### src/rtl/div_pkg.sv
// Shared types and constants for the divider mantissa/dividend shift datapath.
package div_pkg;

    localparam int unsigned DEF_WIDTH = 26;
    localparam int unsigned DEF_CNT_W = 5;

    localparam logic DIR_LEFT  = 1'b0;
    localparam logic DIR_RIGHT = 1'b1;

    typedef enum logic [1:0] {
        ST_IDLE  = 2'd0,
        ST_SHIFT = 2'd1,
        ST_DONE  = 2'd2
    } state_t;

endpackage

### src/rtl/div_shift_seq_if.sv
// Controller <-> shift-sequencer handshake and data bus.
interface div_shift_seq_if #(
    parameter int unsigned WIDTH = div_pkg::DEF_WIDTH,
    parameter int unsigned CNT_W = div_pkg::DEF_CNT_W
);
    logic             ld;
    logic [WIDTH-1:0] ld_val;
    logic             start;
    logic [CNT_W-1:0] shamt;
    logic             dir;
    logic             sin;
    logic [WIDTH-1:0] q;
    logic             sout;
    logic             busy;
    logic             done;

    modport master (
        output ld, ld_val, start, shamt, dir, sin,
        input  q, sout, busy, done
    );

    modport slave (
        input  ld, ld_val, start, shamt, dir, sin,
        output q, sout, busy, done
    );
endinterface

### src/rtl/div_shift_core.sv
// Combinational one-step shifter: next register value and the bit that falls out.
// With KEEP_SIGN the MSB is frozen and WIDTH must be at least 3.
module div_shift_core
    import div_pkg::*;
#(
    parameter int unsigned WIDTH     = DEF_WIDTH,
    parameter int unsigned KEEP_SIGN = 1
) (
    input  logic [WIDTH-1:0] q,
    input  logic             dir,
    input  logic             sin,
    output logic [WIDTH-1:0] q_nxt_c,
    output logic             sout_nxt_c
);

    generate
        if (KEEP_SIGN != 0) begin : g_keep_sign
            // Sign bit held; serial data enters at LSB (left) or just below the sign (right).
            always_comb begin
                q_nxt_c    = q;
                sout_nxt_c = 1'b0;
                if (dir == DIR_RIGHT) begin
                    q_nxt_c    = {q[WIDTH-1], sin, q[WIDTH-2:1]};
                    sout_nxt_c = q[0];
                end else begin
                    q_nxt_c    = {q[WIDTH-1], q[WIDTH-3:0], sin};
                    sout_nxt_c = q[WIDTH-2];
                end
            end
        end else begin : g_full
            // Whole register shifts; serial data enters at LSB (left) or MSB (right).
            always_comb begin
                q_nxt_c    = q;
                sout_nxt_c = 1'b0;
                if (dir == DIR_RIGHT) begin
                    q_nxt_c    = {sin, q[WIDTH-1:1]};
                    sout_nxt_c = q[0];
                end else begin
                    q_nxt_c    = {q[WIDTH-2:0], sin};
                    sout_nxt_c = q[WIDTH-1];
                end
            end
        end
    endgenerate

endmodule

### src/rtl/div_shift_seq.sv
// Self-sequencing shift register: parallel load plus an automatic burst of N shifts
// with a start/busy/done handshake toward the divider controller.
module div_shift_seq
    import div_pkg::*;
#(
    parameter int unsigned WIDTH     = DEF_WIDTH,
    parameter int unsigned CNT_W     = DEF_CNT_W,
    parameter int unsigned KEEP_SIGN = 1
) (
    input  logic          clk,
    input  logic          rst_n,
    div_shift_seq_if.slave bus
);

    state_t           state;
    logic [CNT_W-1:0] cnt;
    logic             dir_r;
    logic [WIDTH-1:0] q_r;
    logic             sout_r;
    logic             busy_r;
    logic             done_r;

    logic [WIDTH-1:0] q_nxt_c;
    logic             sout_nxt_c;

    div_shift_core #(
        .WIDTH     (WIDTH),
        .KEEP_SIGN (KEEP_SIGN)
    ) u_core (
        .q          (q_r),
        .dir        (dir_r),
        .sin        (bus.sin),
        .q_nxt_c    (q_nxt_c),
        .sout_nxt_c (sout_nxt_c)
    );

    // Burst sequencer; load overrides everything and silently aborts a burst.
    always_ff @(posedge clk or negedge rst_n) begin
        if (!rst_n) begin
            state  <= ST_IDLE;
            cnt    <= '0;
            dir_r  <= DIR_LEFT;
            q_r    <= '0;
            sout_r <= 1'b0;
            busy_r <= 1'b0;
            done_r <= 1'b0;
        end else if (bus.ld) begin
            q_r    <= bus.ld_val;
            state  <= ST_IDLE;
            cnt    <= '0;
            busy_r <= 1'b0;
            done_r <= 1'b0;
        end else begin
            case (state)
                ST_IDLE: begin
                    done_r <= 1'b0;
                    if (bus.start) begin
                        if (bus.shamt != '0) begin
                            dir_r  <= bus.dir;
                            cnt    <= bus.shamt;
                            busy_r <= 1'b1;
                            state  <= ST_SHIFT;
                        end else begin
                            // Empty burst: report completion without touching q.
                            done_r <= 1'b1;
                            state  <= ST_DONE;
                        end
                    end
                end
                ST_SHIFT: begin
                    q_r    <= q_nxt_c;
                    sout_r <= sout_nxt_c;
                    cnt    <= cnt - CNT_W'(1);
                    if (cnt == CNT_W'(1)) begin
                        busy_r <= 1'b0;
                        done_r <= 1'b1;
                        state  <= ST_DONE;
                    end
                end
                ST_DONE: begin
                    // start is ignored here; it is only seen again from IDLE.
                    done_r <= 1'b0;
                    state  <= ST_IDLE;
                end
                default: begin
                    busy_r <= 1'b0;
                    done_r <= 1'b0;
                    state  <= ST_IDLE;
                end
            endcase
        end
    end

    assign bus.q    = q_r;
    assign bus.sout = sout_r;
    assign bus.busy = busy_r;
    assign bus.done = done_r;

endmodule

### src/flat_wrapper.sv
// flat-port wrapper written by rule: the top's interface ports become plain ports
module div_shift_seq_flat import div_pkg::*;
#(
    parameter int unsigned WIDTH     = DEF_WIDTH,
    parameter int unsigned CNT_W     = DEF_CNT_W,
    parameter int unsigned KEEP_SIGN = 1
)
  (clk, rst_n, bus_ld, bus_ld_val, bus_start, bus_shamt, bus_dir, bus_sin, bus_q, bus_sout, bus_busy, bus_done);
  div_shift_seq_if #(.WIDTH(WIDTH), .CNT_W(CNT_W)) bus_i ();
  input  logic clk;
  input  logic rst_n;
  input wire logic [$bits(bus_i.ld)-1:0] bus_ld;
  input wire logic [$bits(bus_i.ld_val)-1:0] bus_ld_val;
  input wire logic [$bits(bus_i.start)-1:0] bus_start;
  input wire logic [$bits(bus_i.shamt)-1:0] bus_shamt;
  input wire logic [$bits(bus_i.dir)-1:0] bus_dir;
  input wire logic [$bits(bus_i.sin)-1:0] bus_sin;
  output wire logic [$bits(bus_i.q)-1:0] bus_q;
  output wire logic [$bits(bus_i.sout)-1:0] bus_sout;
  output wire logic [$bits(bus_i.busy)-1:0] bus_busy;
  output wire logic [$bits(bus_i.done)-1:0] bus_done;
  assign bus_i.ld = bus_ld;
  assign bus_i.ld_val = bus_ld_val;
  assign bus_i.start = bus_start;
  assign bus_i.shamt = bus_shamt;
  assign bus_i.dir = bus_dir;
  assign bus_i.sin = bus_sin;
  assign bus_q = bus_i.q;
  assign bus_sout = bus_i.sout;
  assign bus_busy = bus_i.busy;
  assign bus_done = bus_i.done;
  div_shift_seq #(.WIDTH(WIDTH), .CNT_W(CNT_W), .KEEP_SIGN(KEEP_SIGN)) u_core (.clk(clk), .rst_n(rst_n), .bus(bus_i));
endmodule
### config.mk
export PLATFORM = sky130hd
export DESIGN_NAME = div_shift_seq_flat
export DESIGN_NICKNAME = d
export VERILOG_FILES = /design/src/rtl/div_pkg.sv /design/src/rtl/div_shift_seq_if.sv /design/src/rtl/div_shift_core.sv /design/src/rtl/div_shift_seq.sv /design/src/flat_wrapper.sv
export SDC_FILE = /design/constraint.sdc
export NUM_CORES = 1
export LEC_CHECK = 0
export BUFFER_PORTS_ARGS = -buffer_cell sky130_fd_sc_hd__buf_2
export CORE_ASPECT_RATIO = 1.75
export CORE_MARGIN = 2
export CORE_UTILIZATION = 50
export DETAILED_ROUTE_END_ITERATION = 6
export PLACE_DENSITY = 0.79
export SLEW_MARGIN = 20
export SYNTH_ARGS = -nofsm -noshare
export SYNTH_HDL_FRONTEND = slang
export SYNTH_SLANG_ARGS = --single-unit
### constraint.sdc
create_clock -name clk -period 1.7 [get_ports clk]
set_clock_uncertainty 0.1 [all_clocks]
set_input_delay 0.17 -clock clk [delete_from_list [all_inputs] [get_ports clk]]
set_output_delay 0.17 -clock clk [all_outputs]
set_load 0.01 [all_outputs]
# ---- After elaboration in Yosys (flattened, before gate mapping)
# Cells that the tools add are included.
dict set report totals {
  ff_bits 37
  in_bits 37
  elab_cells 49
}
dict set report op_classes {
  add_sub_neg 1
  eq_ne 7
  n_mux 23
  n_bitwise 1
  reduce_logical 9
}
# operator n
set op_table {}
lappend op_table {{26-bit 2-to-1 mux} 2}
lappend op_table {{25-bit 2-to-1 mux} 1}
lappend op_table {{5-bit 2-to-1 mux} 3}
lappend op_table {{5-bit case mux with 2 select lines} 1}
lappend op_table {{1-bit 2-to-1 mux} 9}
lappend op_table {{2-bit 2-to-1 mux} 4}
lappend op_table {{4-bit AND reduction} 2}
lappend op_table {{3-bit by 2-bit != test with 1-bit output, second input constant} 2}
lappend op_table {{5-bit by 1-bit == test with 1-bit output, second input constant} 1}
lappend op_table {{5-bit nonzero test} 1}
lappend op_table {{5-bit by 1-bit subtractor with 5-bit output, second input constant} 1}
lappend op_table {{2-bit case mux with 2 select lines} 1}
lappend op_table {{2-bit AND reduction} 2}
lappend op_table {{3-bit != test, second input constant} 1}
lappend op_table {{1-bit case mux with 3 select lines} 1}
lappend op_table {{3-bit AND reduction} 1}
lappend op_table {{3-bit nonzero test} 1}
lappend op_table {{2-bit by 1-bit == test with 1-bit output, second input constant} 1}
lappend op_table {{2-bit == test, second input constant} 1}
lappend op_table {{2-bit zero test} 1}
lappend op_table {{2-bit != test, second input constant} 1}
lappend op_table {{1-bit case mux with 2 select lines} 1}
lappend op_table {{2-bit nonzero test} 1}
lappend op_table {{1-bit inverter} 1}

# ---- Logic depth before layout (Yosys ltp)
# Gate-level depths: netlist of the first run.
dict set report depth {
  ltp_word 5
  ltp_mapped 7
  depth_no_buf 6
}

# ---- Cells and area by module
# Synthesis of the first run repeated with hierarchy kept, for this count alone.
dict set report hier_totals {
  cells_unflattened 210
  area_unflattened_um2 2280.9
}
# module n_inst cells_each area_per_inst_um2 seq_area_each_um2
set by_module_without_submodules {}
lappend by_module_without_submodules {div_shift_seq 1 180 1854.3 925.9}
lappend by_module_without_submodules {div_shift_core 1 30 426.7 0.0}

# ---- Worst setup path after synthesis of the first run
# No wires, ideal clock.
dict set report synth_timing {
  path_kind {register to register}
  from {reg u_core.cnt[0]}
  to {reg u_core.cnt[4]}
  setup_time_ns 0.094
  arrival_time_ns 1.312
  setup_slack_ns 0.194
  path_stages_with_launch 7
  period_less_slack_ns 1.506
  cell_sequence {dfrtp_1 -> inv_1 -> ha_1 -> or3b_1 -> nand2_1 -> a21oi_1 -> a211oi_1}
}
dict set report synth_between {
  elab_chain_len 3
}
# item line
set synth_rtl {}
lappend synth_rtl {{start, declared} div_shift_seq.sv:16} ;# logic [CNT_W-1:0] cnt;
lappend synth_rtl {{start signal, assigned} div_shift_seq.sv:60} ;# cnt <= bus.shamt;
lappend synth_rtl {{start signal, assigned} div_shift_seq.sv:73} ;# cnt <= cnt - CNT_W'(1);
lappend synth_rtl {{5-bit by 1-bit subtractor with 5-bit output} div_shift_seq.sv:73}
lappend synth_rtl {{5-bit case mux with 2 select lines} div_shift_seq.sv:54} ;# case (state)
lappend synth_rtl {{5-bit 2-to-1 mux} div_shift_seq.sv:47} ;# end else if (bus.ld) begin
# Every way passes these cells.
# A chain may end at the register's enable or synchronous reset.

# ---- Worst setup path in the final report of the first run
# Ends and elaborated chain as after synthesis.

==> results.sh, run 1 <==
export IMPL_grt_setup_unrepaired="no"
export IMPL_drtIter0Drc=21
export IMPL_first_pass_iters=4
export IMPL_avgRoutedWirePerCell_microns=13.4
export IMPL_setup_slack_ns=0.136
export IMPL_synth_cell_types=40
export IMPL_setup_violations=0
export IMPL_n_fill_cell=380
export IMPL_synth_nets=285
export IMPL_die_y_microns=91.9
export IMPL_synth_top_area_share_pct=42.0
export IMPL_clockRootBuffer="clkbuf_8"
export IMPL_worstSetupPathType="flip-flop to flip-flop"
export IMPL_utilization_pct=65.5
export IMPL_cts_tree="built"
export IMPL_tightest_slew_ns=0.483
export IMPL_numClockSinks=37
export IMPL_final_hold_worst_slack_ns=-0.00143
export IMPL_clock_latency_ns=0.29
export IMPL_die_area_sq_um=4980
export IMPL_yosys_top_cells_area="dfrtp_1 (42%), mux2i_1 (12%), a21oi_1 (7.9%)"
export IMPL_antenna_found_initial=0
export IMPL_crit_arrival_ns=1.66
export IMPL_diodes=0
export IMPL_drive_above_1_share_pct=32.1
export IMPL_yosys_top_cells_count="dfrtp_1 (37), a21oi_1 (35), nor2_1 (34)"
export IMPL_track_usage_pct=21.9
export IMPL_via_count=2001
export IMPL_post_synth_top_count_cell="dfrtp_1"
export IMPL_synth_area_leader_cell="dfrtp_1"
export IMPL_clk_path_buf_depth=2
export IMPL_synthCells=246
export IMPL_violations="hold timing"
export IMPL_ys_ff_latch=37
export IMPL_leakage_nw=1.36
export IMPL_first_global_vias=1910
export IMPL_yosysWarningCount=0
export IMPL_rows=32
export IMPL_fin_area_sq_um=2830
export IMPL_critPathLaunchType="flip-flop"
export IMPL_avgSynthCellArea_sq_um=8.97
export IMPL_clk_pin_slew_ns=0.07
export IMPL_power_density_nw_per_um2=918
export IMPL_slew_headroom_pct=67.8
export IMPL_synthToLayoutAreaGrowth_pct=28.3
export IMPL_core_area_sq_um=4320
export IMPL_ios=66
export IMPL_cp_max_fo=6
export IMPL_grt_pass1_wl_microns=8140
export IMPL_io_buffers=65
export IMPL_max_cap_violations=0
export IMPL_initial_core_util_pct=51.0
export IMPL_fmax_mhz=639
export IMPL_end_kind="flip-flop"
export IMPL_finalCriticalPeriod_ns=1.56
export IMPL_dp_hpwl_microns=3760
export IMPL_grt_max_degree=51
export IMPL_nets=365
export IMPL_synth_area_sq_um=2210
export IMPL_grt_overflow=0
export IMPL_drt_total_wl_microns=5060
export IMPL_cts_htree_levels=2
export IMPL_ys_seq_area_share_pct=42.0
export IMPL_hold_class="input port to flip-flop"
export IMPL_pre_cts_ws_ns=0.0588
export IMPL_synth_edf_count=0
export IMPL_final_max_slew_viol_count=0
export IMPL_placed_area_sq_um=2590
export IMPL_status="finished with violations"
export IMPL_viasPerCell=5.29
export IMPL_fin_crit_sh_pct=92.0
export IMPL_required_ns=1.80
export IMPL_place_congestion=0.915
export IMPL_cts_inserted_buffers=5
export IMPL_drc_errors=0
export IMPL_die_w_microns=54.2
export IMPL_ir_worst_vdd_uv=609
export IMPL_synthArstFlopShare_pct=100
export IMPL_setup_tns_ns=0
export IMPL_synth_flop_cell="dfrtp_1"
export IMPL_ant_nets=0
export IMPL_hold_viol=1
[layer usage]
layer	share of wire (%)	routed length, microns	global-route usage (%)
met5	0	0	0
met4	2.8	140	10.2
met3	3.6	181	3.42
met2	56	2840	38.8
met1	37	1890	23.8
[kinds of logic (layout without fill, tap and decap cells)]
family | count (synthesis) | in the layout | share of synthesized area [%]
adders and majority gates | 2 | 2 | 1.13
and+or+nand+nor | 83 | 83 | 17.5
buffers and inverters | 20 | 101 | 6.01
AOI/OAI and AO/OA | 74 | 74 | 19.6
DFF | 37 | 37 | 42.0
muxes | 30 | 30 | 13.8
[placed cells by master, fill, tap and decap left out, types with 5 or more instances in the layout]
cell	synthesis	final
clkbuf_8	0	7
o21ai_1	9	9
buf_4	4	11
nor2_1	34	34
o21ai_0	18	18
a21oi_1	35	35
dlygate4sd3_1	0	13
nand2_1	32	32
buf_2	4	65
nor3_1	5	5
dfrtp_1	37	36
mux2i_1	26	26
[worst max-delay path: stages, from the launching register on]
cell	delay, ns
dfrtp_2	0.44
inv_2	0.07
ha_2	0.17
or3b_4	0.38
nand2_1	0.08
a21oi_1	0.06
a211oi_1	0.18
[per-stage QoR]
step           instances  hold WS [ns]  power, mW
3_5_place_dp         357        0.0592       1.92
4_1_cts              377      0.000621       2.61
3_3_place_gp         357        0.0576       1.90
5_1_grt              378       0.00232       2.78
6_report             378      -0.00143       2.60
2_1_floorplan        246        -0.226       1.66
[flip-flops by register name, indices dropped and copies added, names as in the netlist]
| signal | cells |
|---|---|
| u_core.bus.busy | 1 |
| u_core.bus.done | 1 |
| u_core.bus.q | 26 |
| u_core.bus.sout | 1 |
| u_core.cnt | 5 |
| u_core.dir_r | 1 |
| u_core.state | 2 |
[repair_timing]
action	4_1_cts	5_1_grt
setup endpoints to repair	0	1
hold buffers	12	1
gates resized for setup	0	5
endpoints found under the hold margin	30	1
setup buffers	0	0
[final timing paths]
path,startpoint,to,slack [ns],cells after the start
worst max-delay path,u_core.cnt[0],u_core.cnt[4],0.14,6
worst min-delay path,bus_ld_val[7],u_core.bus.q[7],-0.001,3
worst max register to register,u_core.cnt[0],u_core.cnt[4],0.14,6
worst min register to register,u_core.bus.q[25],u_core.bus.q[25],0.40,1
max in group asynchronous,rst_n,u_core.cnt[0],0.69,3
min in group asynchronous,rst_n,u_core.bus.busy,0.28,2
[where the power goes]
part	leakage (nW)	internal (mW)	switching (mW)
logic	0.850	0.405	0.421
registers	0.457	0.992	0.115
clock network	0.0542	0.366	0.299
total	1.36	1.76	0.835
[area by class of cell]
type / instances / area [sq um] / area share (%)
flip-flops and latches: 37 / 927 / 32.8
clock buffers: 7 / 96.3 / 3.40
well taps: 51 / 63.8 / 2.25
repair buffers: 91 / 578 / 20.4
clock inverters: 1 / 5.00 / 0.177
multi-input cells: 189 / 1150 / 40.7
inverters: 2 / 7.51 / 0.265
Note: power is estimated with default switching activity, not from simulation.
==> inputs of run 2 (changes only) <==
--- a/config.mk
+++ b/config.mk
@@ -5,6 +5,7 @@
 export SDC_FILE = /design/constraint.sdc
 export NUM_CORES = 1
 export LEC_CHECK = 0
+export ABC_AREA = 1
 export BUFFER_PORTS_ARGS = -buffer_cell sky130_fd_sc_hd__buf_2
 export CORE_ASPECT_RATIO = 1.75
 export CORE_MARGIN = 2
==> results.sh, run 2 <==
export IMPL_synth_cell_types=24
export IMPL_clk_pin_slew_ns=0.07
export IMPL_mostFrequentLayoutCell="buf_2"
export IMPL_yosys_top_cells_area="dfrtp_1 (44%), nand2_1 (10%), o211ai_1 (8.2%)"
export IMPL_numClockSinks=37
export IMPL_slew_headroom_pct=68.3
export IMPL_antenna_found_initial=0
export IMPL_ys_ff_latch=37
export IMPL_grt_overflow=0
export IMPL_clock_latency_ns=0.29
export IMPL_setup_tns_ns=0
export IMPL_first_pass_iters=5
export IMPL_end_kind="flip-flop"
export IMPL_synthCells=266
export IMPL_viasPerCell=5.39
export IMPL_die_area_sq_um=4760
export IMPL_cts_tree="built"
export IMPL_nets=368
export IMPL_setup_slack_ns=0.170
export IMPL_rows=31
export IMPL_worstSetupPathType="flip-flop to flip-flop"
export IMPL_yosysWarningCount=0
export IMPL_synth_edf_count=0
export IMPL_hold_class="input port to flip-flop"
export IMPL_switching_power_mw=1.21
export IMPL_crit_arrival_ns=1.61
export IMPL_synth_flop_cell="dfrtp_1"
export IMPL_ys_seq_area_share_pct=44.0
export IMPL_ant_nets=0
export IMPL_fmax_mhz=654
export IMPL_finalCriticalPeriod_ns=1.53
export IMPL_reg2reg_depth=9
export IMPL_final_cell_mix="buf_2 (65), nand2_1 (58), dfrtp_1 (37), inv_1 (34), a21oi_1 (26)"
export IMPL_hold_depth=3
export IMPL_synth_top_area_share_pct=44.0
export IMPL_post_synth_top_count_cell="nand2_1"
export IMPL_avgSynthCellArea_sq_um=7.91
export IMPL_clockRootBuffer="clkbuf_8"
export IMPL_regToRegSetupSlack_ns=0.17
export IMPL_tightest_slew_ns=0.475
export IMPL_cts_inserted_buffers=5
export IMPL_cp_max_fo=5
export IMPL_combinationalPowerShare_pct=38.7
export IMPL_core_area_sq_um=4070
export IMPL_cts_htree_levels=2
export IMPL_first_global_vias=1988
export IMPL_setup_violations=0
export IMPL_die_y_microns=89.8
export IMPL_final_max_slew_viol_count=0
export IMPL_internal_power_mw=1.89
export IMPL_multiInputGateArea_sq_um=937
export IMPL_hold_end="u_core.dir_r"
export IMPL_largest_register_ffs=26
export IMPL_die_w_microns=53.0
export IMPL_drtIter0Drc=71
export IMPL_postCtsSetupBuffers=0
export IMPL_pre_cts_ws_ns=0.161
export IMPL_diodes=0
export IMPL_netSwitchingFraction_pct=39.1
export IMPL_required_ns=1.78
export IMPL_ios=66
export IMPL_synth_area_leader_cell="dfrtp_1"
export IMPL_seqCellArea_sq_um=926
export IMPL_dp_hpwl_microns=3650
export IMPL_synth_nets=305
export IMPL_synthToLayoutAreaGrowth_pct=22.0
export IMPL_initial_core_util_pct=51.6
export IMPL_drc_errors=0
export IMPL_synthArstFlopShare_pct=100
export IMPL_rr_endpoint="u_core.bus.busy"
export IMPL_grt_max_degree=53
export IMPL_yosys_top_cells_count="nand2_1 (58), dfrtp_1 (37), inv_1 (34)"
export IMPL_max_cap_violations=0
export IMPL_leakage_nw=1.33
export IMPL_ir_worst_vdd_uv=872
export IMPL_grt_setup_unrepaired="no"
export IMPL_avgRoutedWirePerCell_microns=13.4
export IMPL_p_seq_share_pct=42.1
export IMPL_synth_area_sq_um=2100
export IMPL_power_density_nw_per_um2=1210
export IMPL_r2r_start="u_core.cnt[1]"
export IMPL_drt_total_wl_microns=5080
export IMPL_via_count=2043
export IMPL_grt_pass1_wl_microns=8720
export IMPL_drive_above_1_share_pct=26.1
export IMPL_hold_start="bus_dir"
export IMPL_track_usage_pct=23.7
export IMPL_fin_crit_sh_pct=90.0
export IMPL_p_clk_share_pct=19.3
export IMPL_n_fill_cell=417
export IMPL_status="finished, final reports clean"
export IMPL_critPathLaunchType="flip-flop"
export IMPL_io_buffers=65
export IMPL_place_congestion=0.791
export IMPL_hold_viol=0
export IMPL_clk_path_buf_depth=2
==> run 2: cell count changes in the layout (fill, tap and decap cells not counted), sizes merged, moves of 15 or more <==
cell and delta:
inv +36, nand2 +28, mux2i -26, o211ai +22, a22oi +21, nor2 -19, o21ai -15
==> run 2: layer usage <==
| metal | up-vias | wire, microns | global-route usage (%) |
|---|---|---|---|
| met5 | - | 0 | 0 |
| met4 | 0 | 78 | 7.05 |
| met3 | 7 | 218 | 4.15 |
| met2 | 52 | 2770 | 42.0 |
| met1 | 963 | 2010 | 27.8 |
| li1 | 1021 | - | - |
==> run 2: worst max path at each step <==
stage | from | to | slack (ns) | cells after the start
global placement | u_core.cnt[1] | u_core.bus.busy | 0.20 | 9
finish | u_core.cnt[1] | u_core.bus.busy | 0.17 | 9
floorplan | u_core.cnt[1] | u_core.bus.busy | 0.35 | 9
global route | u_core.cnt[1] | u_core.bus.busy | 0.02 | 9
detailed placement | u_core.cnt[1] | u_core.bus.busy | 0.16 | 9
CTS | u_core.cnt[1] | u_core.bus.busy | 0.16 | 9
==> run 2: cell families after synthesis <==
family,Yosys count,synth area share [%]
AOI/OAI and AO/OA,87,26.5
xor gates and xnor gates,1,0.416
adders and majority gates,2,1.19
buffers and inverters,55,11.4
DFF,37,44.0
and+or+nand+nor,84,16.5
==> run 2: what timing repair did <==
item                                   CTS  global route
hold buffers                             2             0
resized for setup                        0             0
endpoints found under the hold margin   38             0
==> run 2: per-stage QoR <==
| stage | std cells | util [%] | instance area, sq um | power, mW | hold slack (ns) |
|---|---|---|---|---|---|
| final | 379 | 63.0 | 2560 | 3.09 | 0.0427 |
| after global routing | 379 | 63.0 | 2560 | 3.35 | 0.0502 |
| after detailed placement | 369 | 60.5 | 2460 | 2.52 | 0.147 |
| after CTS | 379 | 63.0 | 2560 | 3.12 | 0.0399 |
| after global placement | 369 | 60.5 | 2460 | 2.49 | 0.148 |
| after floorplan | 266 | - | 2100 | 2.08 | -0.226 |
==> run 2: worst max-delay path: stages (launching register included) <==
cell      delay [ns]
dfrtp_1         0.36
inv_1           0.12
ha_1            0.17
inv_1           0.04
nor2_1          0.08
nand2_1         0.09
a21boi_0        0.28
nand2_1         0.09
nand2_1         0.06
nand2_1         0.04
==> run 2: cell type report <==
type	count	area share (%)
flip-flops and latches	37	36.1
multi-input cells	174	36.5
clock buffers	6	2.83
well taps	49	2.39
repair buffers	73	16.2
clock inverters	2	0.390
inverters	38	5.56
==> run 2: power by group through the flow <==
stage / combinational [mW] / clock, mW / sequential [mW]
after detailed placement: 1.20 / 0 / 1.31
final: 1.20 / 0.596 / 1.30
after global placement: 1.18 / 0 / 1.31
after floorplan: 0.719 / 0 / 1.36
after CTS: 1.21 / 0.609 / 1.30
after global routing: 1.36 / 0.653 / 1.33
==> inputs of run 3 (changes only) <==
--- a/config.mk
+++ b/config.mk
@@ -9,9 +9,9 @@
 export BUFFER_PORTS_ARGS = -buffer_cell sky130_fd_sc_hd__buf_2
 export CORE_ASPECT_RATIO = 1.75
 export CORE_MARGIN = 2
-export CORE_UTILIZATION = 50
+export CORE_UTILIZATION = 46
 export DETAILED_ROUTE_END_ITERATION = 6
-export PLACE_DENSITY = 0.79
+export PLACE_DENSITY = 0.77
 export SLEW_MARGIN = 20
 export SYNTH_ARGS = -nofsm -noshare
 export SYNTH_HDL_FRONTEND = slang
==> constraint.sdc (replaced) <==
create_clock -name clk -period 1.3 [get_ports clk]
set_clock_uncertainty 0.1 [all_clocks]
set_input_delay 0.13 -clock clk [delete_from_list [all_inputs] [get_ports clk]]
set_output_delay 0.13 -clock clk [all_outputs]
set_load 0.01 [all_outputs]
==> results.sh, run 3 (synthesis results as in run 2) <==
export IMPL_reg2reg_depth=9
export IMPL_cts_inserted_buffers=5
export IMPL_crit_arrival_ns=1.43
export IMPL_track_usage_pct=24.8
export IMPL_hold_end="u_core.bus.q[2]"
export IMPL_first_pass_iters=4
export IMPL_pre_cts_ws_ns=-0.0665
export IMPL_mostFrequentLayoutCell="buf_2"
export IMPL_worst_path_max_delay_cell="dfrtp_1"
export IMPL_diodes=0
export IMPL_grt_overflow=0
export IMPL_numClockSinks=37
export IMPL_required_ns=1.38
export IMPL_synthToLayoutAreaGrowth_pct=36.5
export IMPL_drive_above_1_share_pct=36.0
export IMPL_nets=391
export IMPL_rows=32
export IMPL_hold_start="bus_ld_val[2]"
export IMPL_violations="setup timing"
export IMPL_critPathMaxStageDelay_ns=0.38
export IMPL_clock_latency_ns=0.29
export IMPL_r2r_start="u_core.cnt[1]"
export IMPL_path_cells="inv_2 > ha_4 > inv_2 > nor2_1 > nand2_1 > a21boi_2 > nand2_1 > nand2_1 > nand2_1"
export IMPL_status="finished with violations"
export IMPL_cp_common_cell="nand2_1"
export IMPL_grt_setup_unrepaired="yes"
export IMPL_regToRegSetupSlack_ns=-0.05
export IMPL_drtIter0Drc=65
export IMPL_core_area_sq_um=4400
export IMPL_clk_pin_slew_ns=0.07
export IMPL_rr_endpoint="u_core.bus.busy"
export IMPL_end_kind="flip-flop"
export IMPL_critPathLaunchType="flip-flop"
export IMPL_tightest_slew_ns=0.296
export IMPL_drt_total_wl_microns=5920
export IMPL_max_cap_violations=0
export IMPL_slew_headroom_pct=80.0
export IMPL_first_global_vias=2176
export IMPL_fin_area_sq_um=2870
export IMPL_initial_core_util_pct=47.8
export IMPL_final_hold_worst_slack_ns=0.0278
export IMPL_crit_buf_inv=2
export IMPL_place_inst=386
export IMPL_seqCellArea_sq_um=928
export IMPL_worstSetupPathType="flip-flop to flip-flop"
export IMPL_finalCriticalPeriod_ns=1.35
export IMPL_final_cells=404
export IMPL_cts_tree="built"
export IMPL_setup_violations=26
export IMPL_hold_depth=3
export IMPL_ant_nets=0
export IMPL_avgRoutedWirePerCell_microns=14.7
export IMPL_dp_hpwl_microns=4090
export IMPL_antenna_found_initial=0
export IMPL_cpLargestDelayFamily="flip-flops"
export IMPL_viasPerCell=5.51
export IMPL_die_area_sq_um=5150
export IMPL_placed_area_sq_um=2590
export IMPL_die_y_microns=93.5
export IMPL_utilization_pct=65.2
export IMPL_ir_worst_vdd_uv=991
export IMPL_clk_path_buf_depth=2
export IMPL_setup_slack_ns=-0.0492
export IMPL_place_congestion=0.853
export IMPL_cp_num_cells=9
export IMPL_drc_errors=0
export IMPL_hold_viol=0
export IMPL_n_fill_cell=391
export IMPL_ios=66
export IMPL_clockRootBuffer="clkbuf_8"
export IMPL_cp_max_fo=3
export IMPL_final_max_slew_viol_count=0
export IMPL_largest_register_ffs=26
export IMPL_cts_htree_levels=2
export IMPL_grt_pass1_wl_microns=9430
export IMPL_multiInputGateArea_sq_um=1020
export IMPL_die_w_microns=55.1
export IMPL_fin_crit_sh_pct=104
export IMPL_via_count=2228
export IMPL_final_cell_mix="buf_2 (65), nand2_1 (56), dfrtp_1 (35), inv_1 (32)"
export IMPL_leakage_nw=1.46
export IMPL_fmax_mhz=741
export IMPL_io_buffers=65
export IMPL_power_density_nw_per_um2=1540
export IMPL_grt_max_degree=38
export IMPL_hold_class="input port to flip-flop"
run 3: what timing repair did:
item / CTS / global route
gates resized for setup: 16 / 16
hold endpoints to repair: 39 / 0
pin swaps: 2 / 8
setup buffers: 4 / 2
gates cloned: 1 / 0
endpoints found under the setup margin: 24 / 35
hold buffers: 3 / 0
run 3: stage by stage:
stage | power [mW] | TNS [ns]
CTS | 4.34 | -0.0499
global route | 4.74 | -2.81
global placement | 3.39 | -0.0248
finish | 4.42 | -0.521
detailed placement | 3.43 | -0.458
floorplan | 2.72 | 0
run 3: per-layer routing:
layer	routed length [microns]	track usage, %
met1	2150	26.1
met2	3320	44.7
met3	311	5.27
met4	146	10.4
met5	0	0
run 3: area by class of cell:
| type | count | share of cell area, % |
|---|---|---|
| inverter | 38 | 5.14 |
| timing repair buffer | 96 | 22.0 |
| sequential | 37 | 32.3 |
| tap | 51 | 2.22 |
| clock inverter | 2 | 0.349 |
| clock buffer | 6 | 2.53 |
| multi-input combinational | 174 | 35.4 |
run 3: where the power goes:
group          internal [mW]  leakage (nW)  switching, mW
clock                  0.372        0.0450          0.417
combinational          0.871         0.981           1.04
sequential              1.45         0.436          0.268
run 3: worst max-delay path by stage:
stage,from,end,slack [ns]
5_1_grt,u_core.cnt[1],u_core.bus.busy,-0.17
2_1_floorplan,u_core.cnt[1],u_core.bus.busy,0.02
3_3_place_gp,u_core.state[1],u_core.bus.q[2],-0.02
4_1_cts,u_core.cnt[1],u_core.bus.busy,-0.03
6_report,u_core.cnt[1],u_core.bus.busy,-0.05
3_5_place_dp,u_core.cnt[1],u_core.bus.busy,-0.07
run 3: tightest hold or removal path, delay by kind of cell:
kind | cells | cell delay, ns
compound gates | 2 | 0.16
buf+inv | 1 | 0.09
